===== src/rtl/rcv_pkg.sv =====
// Shared encodings for the receive FIFO controller: AHB transfer types and
// the write-side FSM states.
package rcv_pkg;

    typedef enum logic [1:0] {
        HTRANS_IDLE   = 2'b00,
        HTRANS_BUSY   = 2'b01,
        HTRANS_NONSEQ = 2'b10,
        HTRANS_SEQ    = 2'b11
    } htrans_t;

    typedef enum logic [2:0] {
        W_IDLE  = 3'd0,
        W_DATA  = 3'd1,
        W_STALL = 3'd2,
        W_ERR1  = 3'd3,
        W_ERR2  = 3'd4
    } rcv_wstate_t;

endpackage


===== src/rtl/rcv_drain_ctrl.sv =====
// Drain side of the receive FIFO: presents the head block to the cipher core
// and pops it on acceptance, at most once every two cycles.
module rcv_drain_ctrl #(
    parameter int BLK_CNT_W = 8
) (
    input  logic                 clk,
    input  logic                 n_rst,
    input  logic                 empty_i,
    input  logic                 blk_ready_i,
    output logic                 blk_valid_o,
    output logic                 rcv_deq_o,
    output logic [BLK_CNT_W-1:0] blk_cnt_o
);

    logic                 drain_hold_q, drain_hold_d;
    logic [BLK_CNT_W-1:0] blk_cnt_q, blk_cnt_d;

    // Handshake: a block moves when blk_valid and blk_ready are both high in
    // the same cycle; the hold cycle that follows masks the stale empty flag.
    always_comb begin
        blk_valid_o  = ~empty_i & ~drain_hold_q;
        rcv_deq_o    = blk_valid_o & blk_ready_i;
        drain_hold_d = rcv_deq_o;
        blk_cnt_d    = blk_cnt_q + {{(BLK_CNT_W-1){1'b0}}, rcv_deq_o};
    end

    always_ff @(posedge clk or negedge n_rst) begin
        if (!n_rst) begin
            drain_hold_q <= 1'b0;
            blk_cnt_q    <= '0;
        end else begin
            drain_hold_q <= drain_hold_d;
            blk_cnt_q    <= blk_cnt_d;
        end
    end

    assign blk_cnt_o = blk_cnt_q;

endmodule


===== src/rtl/rcv_fifo_ctrl.sv =====
// Receive FIFO controller: AHB-Lite write decode with full-FIFO stall and
// watchdog, framing-error recovery, and the block drain handshake.
module rcv_fifo_ctrl
    import rcv_pkg::*;
#(
    parameter int BLK_CNT_W = 8,
    parameter int WATCHDOG  = 16
) (
    input  logic                 clk,
    input  logic                 n_rst,
    input  logic                 HSEL,
    input  logic                 HWRITE,
    input  logic [1:0]           HTRANS,
    input  logic                 HREADY,
    output logic                 HREADYOUT,
    output logic                 HRESP,
    input  logic                 full,
    input  logic                 empty,
    input  logic                 framing_error,
    output logic                 rcv_enq_word,
    output logic                 rcv_deq,
    output logic                 fix_error,
    output logic                 blk_valid,
    input  logic                 blk_ready,
    output logic                 err_sticky,
    input  logic                 err_clr,
    output logic [BLK_CNT_W-1:0] blk_cnt,
    output logic [2:0]           dbg_state_o
);

    localparam int CNT_W = $clog2(WATCHDOG + 1);

    rcv_wstate_t      state_q, state_d;
    logic [CNT_W-1:0] stall_cnt_q, stall_cnt_d, stall_inc;
    logic             err_q, err_d;
    htrans_t          trans;
    logic             accept;

    assign trans     = htrans_t'(HTRANS);
    assign accept    = HSEL & HWRITE & HREADY &
                       ((trans == HTRANS_NONSEQ) | (trans == HTRANS_SEQ));
    assign stall_inc = stall_cnt_q + 1'b1;

    always_comb begin
        state_d      = state_q;
        rcv_enq_word = 1'b0;
        HREADYOUT    = 1'b1;
        HRESP        = 1'b0;
        fix_error    = 1'b0;
        case (state_q)
            W_IDLE: begin
                if (framing_error)  state_d = W_ERR1;
                else if (accept)    state_d = W_DATA;
            end
            W_DATA, W_STALL: begin
                if (!full) begin
                    // The enqueue completes even when a framing error arrives now.
                    rcv_enq_word = 1'b1;
                    if (framing_error) state_d = W_ERR1;
                    else if (accept)   state_d = W_DATA;
                    else               state_d = W_IDLE;
                end else begin
                    HREADYOUT = 1'b0;
                    if (framing_error)                      state_d = W_ERR1;
                    else if (state_q == W_DATA)             state_d = W_STALL;
                    else if (stall_inc == CNT_W'(WATCHDOG)) state_d = W_ERR1;
                end
            end
            W_ERR1: begin
                HREADYOUT = 1'b0;
                HRESP     = 1'b1;
                fix_error = 1'b1;
                state_d   = W_ERR2;
            end
            W_ERR2: begin
                HRESP   = 1'b1;
                state_d = W_IDLE;
            end
            default: state_d = W_IDLE;
        endcase
        stall_cnt_d = ((state_q == W_STALL) && (state_d == W_STALL)) ? stall_inc : '0;
        err_d       = (state_q == W_ERR1) | (err_q & ~err_clr);
    end

    always_ff @(posedge clk or negedge n_rst) begin
        if (!n_rst) begin
            state_q     <= W_IDLE;
            stall_cnt_q <= '0;
            err_q       <= 1'b0;
        end else begin
            state_q     <= state_d;
            stall_cnt_q <= stall_cnt_d;
            err_q       <= err_d;
        end
    end

    assign err_sticky  = err_q;
    assign dbg_state_o = state_q;

    rcv_drain_ctrl #(
        .BLK_CNT_W (BLK_CNT_W)
    ) u_drain (
        .clk         (clk),
        .n_rst       (n_rst),
        .empty_i     (empty),
        .blk_ready_i (blk_ready),
        .blk_valid_o (blk_valid),
        .rcv_deq_o   (rcv_deq),
        .blk_cnt_o   (blk_cnt)
    );

endmodule


===== config.mk =====
export PLATFORM = sky130hd
export DESIGN_NAME = rcv_fifo_ctrl
export DESIGN_NICKNAME = d
export VERILOG_FILES = /design/src/rtl/rcv_pkg.sv /design/src/rtl/rcv_drain_ctrl.sv /design/src/rtl/rcv_fifo_ctrl.sv
export SDC_FILE = /design/constraint.sdc
export NUM_CORES = 1
export LEC_CHECK = 0
export ABC_AREA = 1
export BUFFER_PORTS_ARGS = -buffer_cell sky130_fd_sc_hd__buf_2
export CORE_UTILIZATION = 43
export CTS_CLUSTER_DIAMETER = 40
export DETAILED_ROUTE_END_ITERATION = 6
export PLACE_DENSITY = 0.76
export SYNTH_ARGS = -nofsm -noshare
export SYNTH_HDL_FRONTEND = slang
export SYNTH_SLANG_ARGS = --single-unit

===== constraint.sdc =====
create_clock -name clk -period 1.6 [get_ports clk]
set_clock_uncertainty 0.1 [all_clocks]
set_input_delay 0.08 -clock clk [delete_from_list [all_inputs] [get_ports clk]]
set_output_delay 0.08 -clock clk [all_outputs]
set_load 0.005 [all_outputs]

Word-level counts from Yosys, hierarchy flattened
Index checks and enable logic that the tools add are counted.
Storage, ports and cells
  register bits: 18
  output and inout port bits: 18
Cells by class
  $add $sub $neg: 2
  equality and inequality tests: 8
  multiplexer cells: 15
  bitwise operators: 11
  reductions and logical operators: 4
Operators with widths (number)
  3-bit two-way mux: 6
  3-bit by 2-bit == test with 1-bit output (second input constant): 3
  3-bit one-hot mux with 3 select lines: 1
  8-bit by 1-bit adder with 8-bit output: 1
  1-bit bitwise AND: 6
  5-bit by 1-bit adder with 5-bit output (second input constant): 1
  5-bit == test (second input constant): 1
  1-bit two-way mux: 5
  5-bit two-way mux: 1
  2-bit == test (second input constant): 2
  2-bit OR reduction: 2
  3-bit by 1-bit == test with 1-bit output (second input constant): 1
  3-bit == test (second input constant): 1
  3-bit zero test: 1
  1-bit NOT: 3
  2-bit two-way mux: 1
  1-bit bitwise OR: 2
  1-bit one-hot mux with 2 select lines: 1
  1-bit logical AND: 1

Longest topological paths before layout
  word-level depth: 10
  mapped depth: 11
  gate-level depth less buffers: 11

By module
Synthesis repeated with hierarchy kept, for this count alone.
Unflattened totals
  cells, all modules: 107
  area total of the unflattened synthesis: 894.6 um2
Modules (own cells, without submodules)
  rcv_fifo_ctrl: times used 1, cells each 67, area each 510.5 um2, seq. area each 225.2 um2
  rcv_drain_ctrl: times used 1, cells each 40, area each 384.1 um2, seq. area each 225.2 um2

Worst setup path after synthesis
OpenSTA, ideal clock, no wires.
  kind: reg2reg
  start: register u_drain.drain_hold_q
  end: register u_drain.blk_cnt_q[7], in the netlist u_drain.blk_cnt_o[7]
  setup time: 123 ps
  data arrival time: 1491 ps
  required time: 1377 ps
  setup slack: -114 ps
  stages on the path, launching flop included: 7
  clock period less this slack: 1714 ps
  cells stage by stage: dfrtp_1 -> nor3b_1 -> ha_1 -> nand3_1 -> nor3_1 -> nand3_1 -> xnor2_1
Between the ends
  word-level cells in the longest chain between the ends: 4
RTL lines
  from (decl): line rcv_drain_ctrl.sv:15  | logic drain_hold_q, drain_hold_d;
  from (signal assigned): line rcv_drain_ctrl.sv:32  | drain_hold_q <= drain_hold_d;
  1-bit NOT: line rcv_drain_ctrl.sv:21  | blk_valid_o = ~empty_i & ~drain_hold_q;
  1-bit bitwise AND: line rcv_drain_ctrl.sv:21
  1-bit bitwise AND: line rcv_drain_ctrl.sv:22  | rcv_deq_o = blk_valid_o & blk_ready_i;
  via rcv_deq: line rcv_fifo_ctrl.sv:21  | output logic rcv_deq,
  8-bit by 1-bit adder with 8-bit output: line rcv_drain_ctrl.sv:24  | blk_cnt_d = blk_cnt_q + {{(BLK_CNT_W-1){1'b0}}, rcv_deq_o};
  via u_drain.blk_cnt_d[7]: line rcv_drain_ctrl.sv:16  | logic [BLK_CNT_W-1:0] blk_cnt_q, blk_cnt_d;
  to (signal assigned): line rcv_drain_ctrl.sv:33  | blk_cnt_q <= blk_cnt_d;
  to (decl): line rcv_drain_ctrl.sv:16
The timed path passes the listed nets, and every way through them passes these cells.

Worst setup path after layout
  start: register u_drain.drain_hold_q
  end: register u_drain.blk_cnt_q[7], in the netlist u_drain.blk_cnt_o[7]
Between the ends
  word-level cells in the longest chain between the ends: 4
RTL lines (line)
  1-bit NOT: rcv_drain_ctrl.sv:21
  1-bit bitwise AND: rcv_drain_ctrl.sv:21
  1-bit bitwise AND: rcv_drain_ctrl.sv:22
  8-bit by 1-bit adder with 8-bit output: rcv_drain_ctrl.sv:24
  via u_drain.blk_cnt_d[7]: rcv_drain_ctrl.sv:16
The timed path passes the listed nets, and every way through them passes these cells.

==> reports/results.ini <==
[status]
status=complete, but fails checks
violations=setup timing

[floorplan]
io_pins=30
die_w_um=46.4
die_area_um2=2150
die_h_um=46.4
initial_utilization_pct=47.5
rows=15
core_um2=1780

[setup_path]
crit_chain=nor3b_2 > ha_2 > nand3_2 > nor3_4 > nand3_1 > xnor2_1
start_kind=flop
cp-end-kind=flop
crit_slowest_cell=dfrtp_1
startpoint=u_drain.drain_hold_q
rrSetupSlack_ns=-0.02
r2r-end=u_drain.blk_cnt_o[7]
cp_max_fo=2
arrival_ns=1.71
r2r.worst_path.cells=6
reg2reg_from=u_drain.drain_hold_q
path_class=reg2reg
critical_path.max_stage_delay_ns=0.41
cp_data_required_time_ns=1.69

[finish]
n_antenna_cell=0
fin_nets=159
design_area_um2=1270
area_growth_pct=50.1
finish.utilization_pct=71.3
layout-drive-gt1-share_pct=47.6
multi_input_area_um2=417
fill_cells=128
ff_latch_area_um2=452

[drt]
wl_per_cell_um=12.4
viasPerCell=4.83
postRouteAntennaNets=0
dr.first_iter.drc_count=20
drc=0
wl_mm=2.09
dr.pass1.iters=4
num_vias=812

[cts]
insertion_delay_ns=0.29
cts_made_buffers=3
cts-root-buf=clkbuf_4
cts.sinks=18
cts_tree=done
clkTransAtPathRegs_ns=0.09
htreeDepth=1
cts_buffer_depth=2

[synth]
synth_area_um2=847
synth_common_cells=dfrtp_1 (18), inv_1 (16), nor2_1 (14)
synth_most_common_cell=dfrtp_1
synth_top_area_cell=dfrtp_1
synthSimpleGateAreaFrac_pct=23.0
synthXorXnorAreaFrac_pct=7.24
synth_seq_area_share_pct=53.2
synth_ff_type=dfrtp_1
synth_mux_area_share_pct=0
netlist_instances=95
synthArstFlopShare_pct=100
syn-mean-instance-area_um2=8.92
synth_enable_flop_cells=0
ys_warn_count=0
synthesis.nets=110
synth_top_family_by_area=simple AND/OR/NAND/NOR gates
netlist.area_leader.share_pct=53.2
ys_seq_elements=18
ys_top_cells_by_area=dfrtp_1 (53%), inv_1 (7.1%), nor2_1 (6.2%)
synthAdderAreaFrac_pct=4.43
synth_compound_area_share_pct=4.14
ys_types=18

[sta]
fin_crit_sh_pct=101
slew_viol_final=0
tightest_slew_ns=0.381
setup_viol=1
fmax_ghz=0.618
layout_min_cycle_time_ns=1.62
hold_viol=0
maxSlewHeadroom_pct=74.6
rsz0062_at_grt=yes
timing.final.ws_setup_ns=-0.0169

[flow_run]
drv_cap=0

[grt]
first_global_vias=621
grt_overflow_total=0
grt_pass1_wl_mm=2.59
antenna_found_initial=0
gr-usage-all-layers_pct=17.6
grt_max_degree=19

[min_path]
hp-start=framing_error
whs_endpoint=dbg_state_o[1]
hold_depth=3
min-delay-path-class=in2reg

[placement]
gp_congestion=0.814
hpwl_mm=1.18
dpl-instance-area_um2=1040
io_buffers=28

[power_and_ir_drop]
irDropWorstVdd_mv=1.13
p_per_area_nw_per_um2=1520
p_leak_nw=0.672

==> kinds of logic after synthesis <==
group / count (synthesis)
buffers and inverters: 18
flip-flops: 18
XOR/XNOR: 7
AND/OR/NAND/NOR: 43
AO/OA/AOI/OAI: 6
adder cells (fa/ha/maj): 3
==> worst max-delay path: cells and delay by family (launching register included) <==
kind / cells / cell delay [ns]
fa+ha+maj: 1 / 0.23
simple gates: 4 / 0.64
xor+xnor: 1 / 0.13
flops: 1 / 0.41
==> power by group <==
group	leakage (nW)	internal [W]	switching [W]
logic	0.422	0.000434	0.000498
clock network	0.0210	0.000139	0.000133
registers	0.229	0.000593	0.000138
==> metrics by stage <==
stage,hold slack [ns],std cells,setup slack (ns),TNS [ns],power [W]
floorplan,-0.316,95,0.0704,0,0.00108
global placement,-0.0814,150,0.0576,0,0.00135
detailed placement,-0.0761,150,0.0160,0,0.00137
CTS,0.00225,157,0.00708,0,0.00165
global route,0.0168,168,-0.0966,-0.520,0.00208
finish,0.0241,168,-0.0169,-0.0169,0.00194
==> final cells by class <==
| class | instances | area share, % |
|---|---|---|
| timing repair buffer | 44 | 21.1 |
| clock buffer | 4 | 2.85 |
| tap | 25 | 2.46 |
| inverter | 18 | 5.31 |
| multi-input combinational | 59 | 32.8 |
| sequential | 18 | 35.5 |
==> metal layers <==
metal | up-vias | share of wire, % | GRT usage, %
li1 | 402 | - | -
met1 | 377 | 37 | 23.2
met2 | 27 | 55 | 27.2
met3 | 6 | 4.7 | 7.06
met4 | 0 | 2.9 | 3.53
met5 | - | 0 | 0
==> flip-flops by register name, indices dropped and copies added, names as in the netlist <==
| name | cells |
|---|---|
| err_sticky | 1 |
| u_drain.blk_cnt_o | 8 |
| u_drain.drain_hold_q | 1 |
| stall_cnt_q | 5 |
| dbg_state_o | 3 |
==> cells in the final DEF, fill, tap and decap left out, drive strengths merged <==
cell type and instances:
xnor2 2, a31oi 1, dlygate4sd3 3, a21oi 2
inv 18, xor2 5, nor3b 1, buf 41
ha 3, nor2 14, clkbuf 4, nand2 13
dfrtp 18, o21ai 2, nand4 3, nand3 9
o2111ai 1, nor3 3
==> how the worst max path moves through the flow <==
| stage | endpoint | slack [ns] | cells past startpoint |
|---|---|---|---|
| finish | u_drain.blk_cnt_o[7] | -0.02 | 6 |
| global route | u_drain.blk_cnt_o[7] | -0.1 | 6 |
| CTS | u_drain.blk_cnt_o[7] | 0.007 | 6 |
| detailed placement | u_drain.blk_cnt_o[7] | 0.02 | 6 |
| global placement | u_drain.blk_cnt_o[7] | 0.06 | 6 |
| floorplan | u_drain.blk_cnt_o[7] | 0.07 | 6 |
==> timing repair <==
item,4_1_cts,5_1_grt
endpoints found under the hold margin,20,0
gates resized for setup,1,20
setup endpoints to repair,1,11
hold buffers,3,0
setup buffers,0,11
pin swaps,0,10
Note: power is estimated with default switching activity, not from simulation.
